## config.mk

```make
export PLATFORM = sky130hd
export DESIGN_NAME = kyber_xchg_sched
export DESIGN_NICKNAME = d
export VERILOG_FILES = /design/src/rtl/kyber_xchg_sched.sv
export SDC_FILE = /design/constraint.sdc
export NUM_CORES = 1
export LEC_CHECK = 0
export CORE_ASPECT_RATIO = 1.5
export CORE_MARGIN = 3
export CORE_UTILIZATION = 57
export CTS_CLUSTER_SIZE = 30
export DETAILED_ROUTE_END_ITERATION = 10
export DONT_BUFFER_PORTS = 1
export PLACE_DENSITY = 0.72
export SYNTH_ARGS = -nofsm -noshare
export SYNTH_HDL_FRONTEND = slang
export SYNTH_SLANG_ARGS = --single-unit
```

## constraint.sdc

```tcl
create_clock -name clk -period 2.05 [get_ports clk]
set_clock_uncertainty 0.15 [all_clocks]
set_input_delay 0.3075 -clock clk [delete_from_list [all_inputs] [get_ports clk]]
set_output_delay 0.3075 -clock clk [all_outputs]
set_load 0.1 [all_outputs]
```

## src/rtl/kyber_xchg_sched.sv

```systemverilog
`timescale 1ns/1ps
// Key-exchange sequencer: keygen -> pk transfer -> encaps -> ct transfer -> decaps,
// steering the single shared 32-bit word channel between server and client cores.
module kyber_xchg_sched #(
   parameter int TIMEOUT = 65535,
   parameter int CW      = 16
) (
   input  logic        clk,
   input  logic        rst,
   input  logic        go,
   input  logic [2:0]  k_in,
   output logic [2:0]  k_out,
   output logic [1:0]  start_s,
   output logic [1:0]  start_c,
   input  logic        ready_pk_s,
   input  logic        ready_c_c,
   input  logic        done_s,
   input  logic        valid_s,
   input  logic [31:0] dout_s,
   input  logic        valid_c,
   input  logic [31:0] dout_c,
   output logic        wen_c,
   output logic [31:0] din_c,
   output logic        wen_s,
   output logic [31:0] din_s,
   output logic        busy,
   output logic        done,
   output logic [1:0]  err
);

   typedef enum logic [2:0] {
      S_IDLE, S_KG, S_PK, S_ENC, S_CT, S_DEC, S_FIN
   } state_t;

   localparam logic [CW-1:0] WD_LAST = CW'(TIMEOUT - 1);
   localparam logic [CW-1:0] WD_ONE  = CW'(1);

   localparam logic [1:0] ERR_NONE    = 2'b00;
   localparam logic [1:0] ERR_K       = 2'b01;
   localparam logic [1:0] ERR_TIMEOUT = 2'b10;
   localparam logic [1:0] ERR_OVERRUN = 2'b11;

   state_t        state_q, state_d;
   logic [2:0]    k_q, k_d;
   logic [8:0]    cnt_q, cnt_d;
   logic [CW-1:0] wd_q, wd_d;
   logic [1:0]    err_q, err_d;
   logic [1:0]    start_s_q, start_s_d;
   logic [1:0]    start_c_q, start_c_d;
   logic          tail_q, tail_d;

   logic          k_legal;
   logic          wd_expired;
   logic [8:0]    pk_last;
   logic [8:0]    ct_last;

   assign k_legal    = (k_in == 3'd2) || (k_in == 3'd3) || (k_in == 3'd4);
   assign wd_expired = (wd_q == WD_LAST);

   // Index of the final word in each transfer for the latched rank.
   always_comb begin
      pk_last = 9'd199;
      ct_last = 9'd191;
      case (k_q)
         3'd3: begin
            pk_last = 9'd295;
            ct_last = 9'd271;
         end
         3'd4: begin
            pk_last = 9'd391;
            ct_last = 9'd391;
         end
         default: ;
      endcase
   end

   always_comb begin
      state_d   = state_q;
      k_d       = k_q;
      cnt_d     = cnt_q;
      wd_d      = wd_q + WD_ONE;
      err_d     = err_q;
      start_s_d = 2'b00;
      start_c_d = 2'b00;
      tail_d    = 1'b0;

      case (state_q)
         S_IDLE: begin
            wd_d  = '0;
            cnt_d = '0;
            if (go) begin
               if (k_legal) begin
                  state_d   = S_KG;
                  k_d       = k_in;
                  err_d     = ERR_NONE;
                  start_s_d = 2'b01;
               end else begin
                  err_d = ERR_K;
               end
            end
         end
         S_KG: begin
            if (ready_pk_s) begin
               state_d = S_PK;
               cnt_d   = '0;
            end else if (wd_expired) begin
               state_d = S_IDLE;
               err_d   = ERR_TIMEOUT;
            end
         end
         S_PK: begin
            // An accepted word beats a simultaneous watchdog expiry.
            if (valid_s) begin
               wd_d  = '0;
               cnt_d = cnt_q + 9'd1;
               if (cnt_q == pk_last) begin
                  state_d   = S_ENC;
                  start_c_d = 2'b01;
                  tail_d    = 1'b1;
                  cnt_d     = '0;
               end
            end else if (wd_expired) begin
               state_d = S_IDLE;
               err_d   = ERR_TIMEOUT;
            end
         end
         S_ENC: begin
            if (tail_q && valid_s) begin
               state_d = S_IDLE;
               err_d   = ERR_OVERRUN;
            end else if (ready_c_c) begin
               state_d = S_CT;
               cnt_d   = '0;
            end else if (wd_expired) begin
               state_d = S_IDLE;
               err_d   = ERR_TIMEOUT;
            end
         end
         S_CT: begin
            if (valid_c) begin
               wd_d  = '0;
               cnt_d = cnt_q + 9'd1;
               if (cnt_q == ct_last) begin
                  state_d   = S_DEC;
                  start_s_d = 2'b10;
                  tail_d    = 1'b1;
                  cnt_d     = '0;
               end
            end else if (wd_expired) begin
               state_d = S_IDLE;
               err_d   = ERR_TIMEOUT;
            end
         end
         S_DEC: begin
            if (tail_q && valid_c) begin
               state_d = S_IDLE;
               err_d   = ERR_OVERRUN;
            end else if (done_s) begin
               state_d = S_FIN;
            end else if (wd_expired) begin
               state_d = S_IDLE;
               err_d   = ERR_TIMEOUT;
            end
         end
         S_FIN: begin
            state_d = S_IDLE;
         end
         default: begin
            state_d = S_IDLE;
         end
      endcase

      if (state_d != state_q) begin
         wd_d = '0;
      end
   end

   always_ff @(posedge clk) begin
      if (rst) begin
         state_q   <= S_IDLE;
         k_q       <= '0;
         cnt_q     <= '0;
         wd_q      <= '0;
         err_q     <= ERR_NONE;
         start_s_q <= 2'b00;
         start_c_q <= 2'b00;
         tail_q    <= 1'b0;
      end else begin
         state_q   <= state_d;
         k_q       <= k_d;
         cnt_q     <= cnt_d;
         wd_q      <= wd_d;
         err_q     <= err_d;
         start_s_q <= start_s_d;
         start_c_q <= start_c_d;
         tail_q    <= tail_d;
      end
   end

   // Everything is forced quiet while rst is high, including the pass-through path.
   assign k_out   = rst ? 3'd0 : k_q;
   assign start_s = rst ? 2'b00 : start_s_q;
   assign start_c = rst ? 2'b00 : start_c_q;
   assign err     = rst ? 2'b00 : err_q;
   assign busy    = !rst && (state_q != S_IDLE);
   assign done    = !rst && (state_q == S_FIN);
   assign wen_c   = !rst && (state_q == S_PK) && valid_s;
   assign wen_s   = !rst && (state_q == S_CT) && valid_c;
   assign din_c   = wen_c ? dout_s : 32'd0;
   assign din_s   = wen_s ? dout_c : 32'd0;

endmodule

```

* Word-level counts from Yosys, hierarchy flattened
Index checks and enable logic that the tools add are counted.
Word-level totals: input port bits 75, output and inout bits 77, register bits 38
Cells by class: bitwise operators 2, reductions and logical operators 20, add/subtract/negate cells 2, mux-type cells 54, equality and inequality tests 26
Operator list (count):
- $mux W32 | 2
- $mux W9 | 7
- $pmux W16 S3 | 1
- $pmux W9 S5 | 1
- $mux W3 | 13
- $pmux W9 S2 | 2
- $mux W16 | 2
- $mux W2 | 14
- $eq A9 B9 Y1 | 2
- $ne A2 B2 Y1 const B | 9
- $pmux W3 S6 | 1
- $add A16 B1 Y16 const B | 1
- $eq A16 B16 Y1 const B | 1
- $eq A3 B2 Y1 const B | 5
- $eq A3 B3 Y1 const B | 5
- $pmux W2 S6 | 1
- $add A9 B1 Y9 const B | 1
- $logic_and A1 B1 Y1 | 8
- $mux W1 | 8
- $reduce_and A7 Y1 | 1
- $ne A3 B3 Y1 const B | 2
- $reduce_and A6 Y1 | 1
- $reduce_bool A6 Y1 | 1
- $reduce_bool A5 Y1 | 1
- 12 further kinds | 14

* Logic depth before layout (Yosys ltp)
Gate-level depths: netlist of the first run.
depth in word-level cells 8, gate-level depth with buffers 9

* Worst setup path after synthesis of the first run
Ideal clock, no wire load.
path type register to output, start register state_q[0], end output port din_c[22], slack -1.458 ns, cell stages (with the launch flop) 8, buffers on the path 3, data required time 1.592 ns, arrival time 3.051 ns, cells stage by stage dfxtp_1 -> buf_4 -> clkbuf_1 -> nor2_1 -> nand2_1 -> nor2_1 -> clkbuf_1 -> and2_1
Between the ends: word-level cells in the longest chain between the ends 4
Ends and longest elaborated chain:
- start: declaration | line 43 | state_t state_q, state_d;
- start signal: assignment | line 189 | state_q <= state_d;
- $eq A3 B2 Y1 | line 207 | assign wen_c = !rst && (state_q == S_PK) && valid_s;
- $logic_and A1 B1 Y1 (2 in a row) | line 207
- named net wen_c | line 22 | output logic wen_c,
- $mux W32 | line 209 | assign din_c = wen_c ? dout_s : 32'd0;
- end: declaration | line 23 | output logic [31:0] din_c,
The timed path passes the listed nets, and every way through them passes these cells.

* Worst setup path after layout of the first run
start register state_q[1], end output port din_s[30]
Between the ends: word-level cells in the longest chain between the ends 4
Ends and longest elaborated chain:
- $eq A3 B3 Y1 | line 208 | assign wen_s = !rst && (state_q == S_CT) && valid_c;
- $logic_and A1 B1 Y1 (2 in a row) | line 208
- $mux W32 | line 210 | assign din_s = wen_s ? dout_c : 32'd0;
- end: declaration | line 25 | output logic [31:0] din_s,
Every way passes these cells.

==> results of run 1 <==
==> area by class of cell <==
| type | instances | area share |
|---|---|---|
| inverter | 6 | 0.00628 |
| multi-input combinational | 267 | 0.560 |
| tap | 46 | 0.0160 |
| clock buffer | 5 | 0.0192 |
| timing repair buffer | 64 | 0.169 |
| sequential | 37 | 0.211 |
| clock inverter | 3 | 0.0192 |
==> sequential cells by signal, indices dropped and copies added, names as in the netlist <==
name       flops
wd_q          16
cnt_q          9
k_q            3
state_q        3
err_q          2
start_s_q      2
start_c_q      1
tail_q         1
==> report_power, final <==
group,internal [µW],switching [µW]
Sequential,728,12.2
Combinational,114,191
Clock,490,287
==> metrics by stage <==
stage | hold slack (ns) | instance area (µm²) | util | TNS (ns)
3_3_place_gp | 0.234 | 3130 | 0.731 | 0
4_1_cts | -0.0717 | 3310 | 0.772 | -5.99
6_report | 0.00681 | 3590 | 0.838 | -8.76
5_1_grt | 0.0116 | 3590 | 0.838 | -14.38
2_1_floorplan | 0.248 | 2760 | - | -16.50
3_5_place_dp | 0.238 | 3130 | 0.731 | -0.0762
==> kinds of logic after synthesis <==
logic type / synth area share
AOI/OAI and AO/OA: 0.143
xor gates and xnor gates: 0.0753
adders and majority gates: 0.0147
buffers and inverters: 0.0479
DFF: 0.290
muxes: 0.00783
other: 0.00147
and+or+nand+nor: 0.420
==> metal layers <==
metal	vias up	global-route usage	part of all wire	wire [µm]
met1	1242	0.332	0.37	3040
met3	18	0.0516	0.053	428
met5	-	0	0	0
li1	1235	-	-	-
met4	0	0.0927	0.022	179
met2	92	0.446	0.55	4470
==> layout by cell type, fill, tap and decap left out, types with 2 or more instances in the layout <==
cell type	n
a21oi_1	10
o31ai_1	2
xnor2_1	3
dfxtp_1	31
dfxtp_4	3
nor2_4	3
nor3_1	5
clkbuf_8	5
and2_1	2
nor4bb_1	2
ha_1	3
nor2b_1	5
o21ai_0	7
dlygate4sd3_1	3
nor3_2	9
dfxtp_2	3
a2bb2oi_1	2
o211ai_2	2
nand3_1	8
buf_4	45
nor2_1	31
nor2b_2	7
nand4_1	10
buf_6	10
a31oi_1	7
nand2b_1	3
mux2i_1	2
and2_4	64
nor3_4	2
and3_1	6
buf_12	5
o22a_1	2
inv_1	6
nor2_2	2
and4_1	3
xor2_1	19
bufinv_16	2
a211oi_1	2
nand2_1	14
or2_2	3
==> what timing repair did <==
| item | 4_1_cts | 5_1_grt |
|---|---|---|
| setup endpoints to repair | 76 | 93 |
| endpoints found under the hold margin | 16 | 15 |
| cloned | 0 | 5 |
| pin swaps | 20 | 41 |
| resized for setup | 10 | 38 |
| hold buffers | 1 | 2 |
| setup buffers | 0 | 8 |
==> final timing paths <==
path / from / end / depth (start not counted)
setup / recovery: state_q[1] / din_s[30] / 5
hold / removal: k_in[0] / k_q[0] / 1
setup reg to reg: k_q[1] / cnt_q[1] / 8
hold reg to reg: err_q[0] / err_q[0] / 2
==> impl_metrics.yaml, run 1 <==
placement:
  port_buffers: 0
  gp_congestion: 1.00
  dp_hpwl_mm: 5.61
  placedCellCount: 404
  post-place-ws_ns: -0.0139
floorplanning:
  fp.dieW_um: 60.7
  die_y_um: 88.0
  core_mm2: 0.00428
  io_pins: 152
  die_area_mm2: 0.00534
  rows: 29
  start_util: 0.597
global_routing:
  gr-usage-all-layers: 0.266
  grt_first_pass_wirelength_mm: 11.0
  grt_max_degree: 34
  grt_pass1_vias: 2363
  overflow: 0
  antenna_found_initial: 0
timing:
  worst_slew_pin_slew_ns: 0.753
  finalCritPeriodShare: 1.07
  slew_violations: 0
  post-route-min-period_ns: 2.20
  fmax_ghz: 0.455
  rsz0062_at_grt: "true"
  slew_headroom: 0.496
  setup_viol: 73
  hold_viol: 0
  worst_slack_ns: -0.150
logic_synthesis:
  synth_area_mm2: 0.00256
  syn_nets: 409
  synth_top_area_cell: "dfxtp_1"
  synth_edf_count: 0
  ys_warn_count: 0
  synth_area_leaders: "dfxtp_1 (29%), and2_1 (16%), xor2_1 (6.5%), nor2_1 (5.3%), nor3_1 (3.1%)"
  synth.top_cells.by_count: "and2_1 (66), dfxtp_1 (37), nor2_1 (36)"
  ys_seq_elements: 37
  ys_seq_area_frac: 0.290
  yosysUniqueCellTypes: 51
  synth.most_common_cell: "and2_1"
  synthCells: 331
  async_flop_share: 0
  synth_area_per_cell_um2: 7.73
  ys.flop_type: "dfxtp_1"
  yosysTopAreaCellShare: 0.290
critical_path:
  crit_type: "reg -> out"
  path_max_fanout: 17
  critPathArrivalTime_ns: 1.74
  cp.required_ns: 1.59
  slowest_delay_ns: 0.39
  startpoint_type: "register"
  path_cells: "nor3b_4 -> nand2_2 -> nor2_4 -> buf_12 -> and2_4"
  r2r_slack_ns: -0.08
  crit_path_end_kind: "output pin"
  cpMaxStageDelayCell: "dfxtp_4"
  cp_top_family: "simple AND/OR/NAND/NOR gates"
  critPathBufInv: 1
pwr:
  total_power_uw: 1820
  vdd_drop_max_mv: 0.529
  powerDensity_mw_per_mm2: 508
  p_leak_uw: 0.00144
cells_and_area:
  multi_input_area_mm2: 0.00201
  final.fill_count: 237
  final_cells: 428
  n_antenna_cell: 0
  finalNetCount: 459
  synthToLayoutAreaGrowth_pct: 40.3
  drive_above_1_share: 0.469
  regArea_um2: 756
clock_network:
  path_clk_slew_ns: 0.08
  clock_latency_ns: 0.30
  clock_sinks: 37
  cts-htree-levels: 2
  cts_root_buf: "clkbuf_8"
  cts_buffer_depth: 2
  cts_tree: "yes"
  numCtsBuffers: 5
outcome:
  violations: "setup timing"
  status: "complete, but fails checks"
route:
  drt_pass1_iterations: 4
  vias_per_cell: 6.04
  drtIter0Drc: 98
  wl_per_cell_um: 19.0
  wirelength_mm: 8.12
  vias: 2587
  detail-route-antenna-nets: 0
  route.detailed.drc: 0
hold_path:
  hold_class: "in -> reg"
run:
  cap_violations: 0
Note: power is estimated with default switching activity, not from simulation.
==> run 2: changes to the inputs <==
Settings changed: REMOVE_ABC_BUFFERS from default to 1.
==> impl_metrics.yaml, run 2 <==
clock_network:
  numCtsBuffers: 5
  cts-htree-levels: 2
  post_cts_buffers: 15
  cts_root_buf: "clkbuf_8"
  hold_buffers: 3
  ctsResizeCount: 105
  cts_buffer_depth: 2
  clock_sinks: 37
logic_synthesis:
  synth_edf_count: 0
  synth_top_area_cell: "dfxtp_1"
  ys_seq_area_frac: 0.290
  synth_area_mm2: 0.00256
  synthCells: 331
  ys_seq_elements: 37
  synth.most_common_cell: "and2_1"
  ys_warn_count: 0
  synth_area_leaders: "dfxtp_1 (29%), and2_1 (16%), xor2_1 (6.5%), nor2_1 (5.3%), nor3_1 (3.1%)"
  synth_area_per_cell_um2: 7.73
  synth.top_cells.by_count: "and2_1 (66), dfxtp_1 (37), nor2_1 (36)"
  async_flop_share: 0
  yosysUniqueCellTypes: 51
  ys.flop_type: "dfxtp_1"
  yosysTopAreaCellShare: 0.290
outcome:
  error: "[ERROR DPL-0038] Utilization greater than 100%, impossible to legalize"
  haltStage: "4_1_cts"
  status: "did not finish"
placement:
  placedCellCount: 457
  placed_cell_area_mm2: 0.00417
  gp_congestion: 0.971
  port_buffers: 0
  dp_hpwl_mm: 9.26
floorplanning:
  die_y_um: 88.0
  start_util: 0.597
  fp.dieW_um: 60.7
  io_pins: 152
  rows: 29
==> run 2: cell counts after synthesis <==
No cell type changed its count.
==> run 2: logic make-up after synthesis <==
| logic type | share of synthesized area |
|---|---|
| AOI/OAI and AO/OA | 0.143 |
| xor gates and xnor gates | 0.0753 |
| adders and majority gates | 0.0147 |
| buffers and inverters | 0.0479 |
| DFF | 0.290 |
| muxes | 0.00783 |
| other | 0.00147 |
| and+or+nand+nor | 0.420 |
==> run 2: through the flow <==
step	utilization	worst slack, ns	hold WS [ns]	TNS, ns
floorplan	-	-2.28	0.227	-149.38
global placement	0.974	0.0520	0.235	0
detailed placement	0.974	-0.117	0.246	-4.02
==> run 3: changes to the inputs <==
Settings changed: CORE_ASPECT_RATIO 1.5 to default, CORE_UTILIZATION 57 to 40, CTS_CLUSTER_SIZE 30 to default, PLACE_DENSITY 0.72 to default, PLACE_DENSITY_LB_ADDON from default to 0.15.
Clock period 2.05 ns to 2.67 ns, I/O delays scaled along.
==> impl_metrics.yaml, run 3 (synthesized netlist as in run 1, its figures left out) <==
cells_and_area:
  largest_register: "wd_q"
  top_regs: "wd_q (16), cnt_q (9)"
  regArea_um2: 741
  layout_common_cells: "and2_1 (66), buf_12 (66), dfxtp_1 (37)"
  multi_input_area_mm2: 0.00176
  largest_reg_flops: 16
  finalNetCount: 483
  drive_above_1_share: 0.291
  final_util: 0.692
  final.fill_count: 466
  n_antenna_cell: 0
  synthToLayoutAreaGrowth_pct: 64.1
route:
  detail-route-antenna-nets: 0
  vias: 2588
  route.detailed.drc: 0
  wl_per_cell_um: 16.3
  drtIter0Drc: 98
  wirelength_mm: 7.84
  drt_pass1_iterations: 4
  vias_per_cell: 5.38
timing:
  setup_viol: 0
  slew_headroom: 0.544
  worst_slack_ns: 0.147
  fmax_ghz: 0.396
  post-route-min-period_ns: 2.52
  rsz0062_at_grt: "false"
  holdWs_ns: 0.0334
  finalCritPeriodShare: 0.945
  slew_violations: 0
  worst_slew_pin_slew_ns: 0.684
  hold_viol: 0
critical_path:
  cp-startpoint: "state_q[0]"
  crit_path_end_kind: "output pin"
  rr_startpoint: "state_q[0]"
  startpoint_type: "register"
  reg2reg_depth: 7
  crit-reg2reg-capture: "wd_q[14]"
  worstSetupEndpoint: "din_c[24]"
  critPathArrivalTime_ns: 1.97
  path_max_fanout: 16
  cp.required_ns: 2.12
  crit_type: "reg -> out"
  r2r_slack_ns: 0.30
placement:
  dp_hpwl_mm: 6.20
  port_buffers: 0
  post-place-ws_ns: 0.311
  gp_congestion: 0.838
run:
  cap_violations: 0
clock_network:
  numCtsBuffers: 5
  path_clk_slew_ns: 0.08
  clock_latency_ns: 0.29
  cts-htree-levels: 2
  clock_sinks: 37
  cts_buffer_depth: 2
  cts_tree: "yes"
  cts_root_buf: "clkbuf_8"
global_routing:
  overflow: 0
  grt_use_met2: 0.347
  gr-usage-all-layers: 0.192
  grt_pass1_vias: 2322
  grt_max_degree: 34
  grt_util_met3: 0.0567
  grt_first_pass_wirelength_mm: 11.5
  met1_usage: 0.226
  antenna_found_initial: 0
  top_usage_layer: "met2"
pwr:
  powerDensity_mw_per_mm2: 273
  total_power_uw: 1150
  vdd_drop_max_mv: 0.437
  p_leak_uw: 0.00160
floorplanning:
  core_mm2: 0.00606
  start_util: 0.422
  die_area_mm2: 0.00739
  fp.dieW_um: 86.0
  io_pins: 152
  rows: 28
  die_y_um: 86.0
hold_path:
  hold_class: "in -> reg"
  min_path_cells: 1
outcome:
  status: "finished clean"
[run 3: through the flow]
stage / std cells / instance area [µm²] / setup TNS (ns)
2_1_floorplan: 310 / 2460 / -112.19
3_3_place_gp: 468 / 4040 / 0
3_5_place_dp: 468 / 4040 / 0
4_1_cts: 476 / 4120 / 0
5_1_grt: 481 / 4200 / 0
6_report: 481 / 4200 / 0
[run 3: area by class of cell]
| cell class | count | area share |
|---|---|---|
| multi-input cells | 269 | 0.420 |
| repair buffers | 86 | 0.355 |
| flip-flops and latches | 37 | 0.177 |
| well taps | 75 | 0.0224 |
| clock buffers | 5 | 0.0164 |
| inverters | 6 | 0.00537 |
| clock inverters | 3 | 0.00417 |
[run 3: per-layer routing]
metal	wire length (µm)	up-vias
met5	0	-
met4	52	0
met3	489	6
met2	4310	81
met1	2980	1214
li1	-	1287
[run 3: how the worst min path moves through the flow]
stage,from,to,slack (ns)
floorplan,err_q[0],err_q[0],0.29
global placement,err_q[0],err_q[0],0.30
detailed placement,err_q[0],err_q[0],0.30
CTS,rst,err_q[0],0.01
global route,rst,k_q[1],0.003
finish,rst,k_q[1],0.03
[run 3: critical path, cell delays in order (launching register included)]
cell     delay (ns)
dfxtp_1        0.39
buf_4          0.20
nor2_1         0.14
nand2_1        0.22
nor2_4         0.30
and2_1         0.23
buf_12         0.18
[run 3: power by group]
group	switching [µW]	total, µW	internal [µW]	leakage [µW]
Combinational	125	191	66.1	0.00126
Clock	202	382	180	0.0000439
Sequential	13.3	573	560	0.000299
[run 3: repair_timing]
action / CTS / global route
buffers inserted: 0 / 2
setup endpoints to repair: 0 / 66
hold buffers: 0 / 1
endpoints found under the hold margin: 0 / 1
resized for setup: 0 / 3
==> patch, RTL diff (config.mk and constraints of run 3) <==
`wd_q` no longer has a reset.
--- a/src/rtl/kyber_xchg_sched.sv
+++ b/src/rtl/kyber_xchg_sched.sv
@@ -182,3 +182,2 @@
          cnt_q     <= '0;
-         wd_q      <= '0;
          err_q     <= ERR_NONE;
@@ -191,3 +190,2 @@
          cnt_q     <= cnt_d;
-         wd_q      <= wd_d;
          err_q     <= err_d;
@@ -197,2 +195,6 @@
       end
+   end
+
+   always_ff @(posedge clk) begin
+      wd_q <= wd_d;
    end
Check against the original RTL: same outputs for any inputs over 10 cycles, from zero or initial values and one cycle with rst high; that may be too few to reach the edited logic, so the function may still have changed.
==> patch against run 3 <==
Sequential cell count unchanged; critical path type unchanged; area after synthesis up 7.5%; design area up 3.8%; setup slack better by 35 ps; power grew 11%; wire length rose by 0.52%; critical path depth decreased by 1; non-clock buffer count is 3 lower; critical endpoint is now din_s[19]; via count is 3.4% higher.
==> patch: results (changes against run 3) <==
outcome = complete, no violations
relative slew slack = 45.1% (-9.3 points)
largest fanout on the critical path = 17 (+1)
Hold Crit Endpoint = err_q[0]
path depth of the worst reg2reg path = 6 (-1)
FFs w/ async S/R, synth = 0% (unchanged)
setup slack, reg-to-reg = 390 ps (+90 ps)
Worst Path Arrival = 1940 ps (-30 ps)
CP startpoint = state_q[1]
GP Congestion = 0.887 (+5.9%)
DP HPWL = 6.36 mm (+2.7%)
Antenna diodes = 0 (unchanged)
pin count of the biggest net entering global routing = 35 (+2.9%)
Via density = 5.48 (+1.9%)
hold path depth = 1 (unchanged)
drt initial violations = 134 (+37%)
RR Startpoint = state_q[0]
Crit path max-delay family = simple AND/OR/NAND/NOR gates
total track usage = 18.4% (-0.81 points)
VDD IR max = 0.296 mV (-32%)
Setup Fix Bufs, Post-CTS = 0 (unchanged)
Placed Area = 0.00423 mm2 (+4.8%)
register area share after synthesis = 26.9% (-2.0 points)
Critical Path End = din_s[19]
Fill cells = 475 (+1.9%)
Largest stage delay, worst path = 370 ps (-20 ps)
Final Hold Slack = 28.5 ps (-4.97 ps)
CTS Root Cell = clkbuf_8
DRT Wirelength = 7.88 mm (+0.52%)
Commonest cells post-synth = and2_1, dfxtp_1, nor2_1, nand2_1, xor2_1
Nets = 488 (+1.0%)
slowest CP cell = nor2_4
Synth cell types = 62 (+22%)
CTS Buffer Depth = 2 (unchanged)
H-tree depth = 2 (unchanged)
vias in the first global route = 2520 (+8.5%)
Area contributors post-synth = dfxtp_1, and2_1, xor2_1
reg2reg end = cnt_q[1]
layout cells sized above 1 = 33.6% (+4.5 points)
first-pass GRT wire length = 11.8 mm (+2.1%)
LEAKAGE = 1.62 nW (+1.2%)
-- patch: logic make-up after synthesis --
kind of cell / after synthesis / share of synthesized area, %
other: 1 / 0.136
buffers and inverters: 25 / 5.46
XOR/XNOR: 24 / 7.65
multiplexers: 2 / 0.728
AND/OR/NAND/NOR: 209 / 47.3
flip-flops: 37 / 26.9
AO/OA/AOI/OAI: 37 / 10.4
adder cells (fa/ha/maj): 3 / 1.37
-- patch: metal layers --
metal	global-route usage, %	share of wire (%)
met1	22.4	36
met2	32.9	54
met3	4.61	8.7
met4	3.57	0.84
met5	0	0
-- patch: power by group --
part | total [W] | switching [W] | leakage [nW] | internal (W)
Combinational | 0.000214 | 0.000139 | 1.27 | 0.0000753
Sequential | 0.000572 | 0.0000113 | 0.299 | 0.000561
Clock | 0.000491 | 0.000211 | 0.0543 | 0.000280
-- patch: final cells by class --
| type | count | share of cell area (%) |
|---|---|---|
| Multi-Input combinational cell | 277 | 43.9 |
| Timing Repair Buffer | 83 | 33.8 |
| Sequential cell | 37 | 17.0 |
| Tap cell | 77 | 2.21 |
| Clock buffer | 5 | 1.58 |
| Clock inverter | 3 | 1.06 |
| Inverter | 6 | 0.517 |
-- patch: what timing repair did --
item	CTS	global route
hold buffers	0	0
resized for setup	0	2
setup endpoints to repair	0	63
-- patch: per-stage QoR --
stage          worst slack (ps)  instances  power, W  setup TNS, ps
2_1_floorplan             -2810        319  0.000737        -145150
3_3_place_gp                463        479  0.000794              0
3_5_place_dp                411        479  0.000798              0
4_1_cts                     100        487   0.00129              0
5_1_grt                    36.8        488   0.00134              0
6_report                    182        488   0.00128              0
-- patch: worst register-to-register path: cells and delay by family (launching register included) --
family                 cells  cell delay [ps]
AO/OA/AOI/OAI              2             1060
flip-flops                 1              410
AND/OR/NAND/NOR            3              290
buffers and inverters      1              270
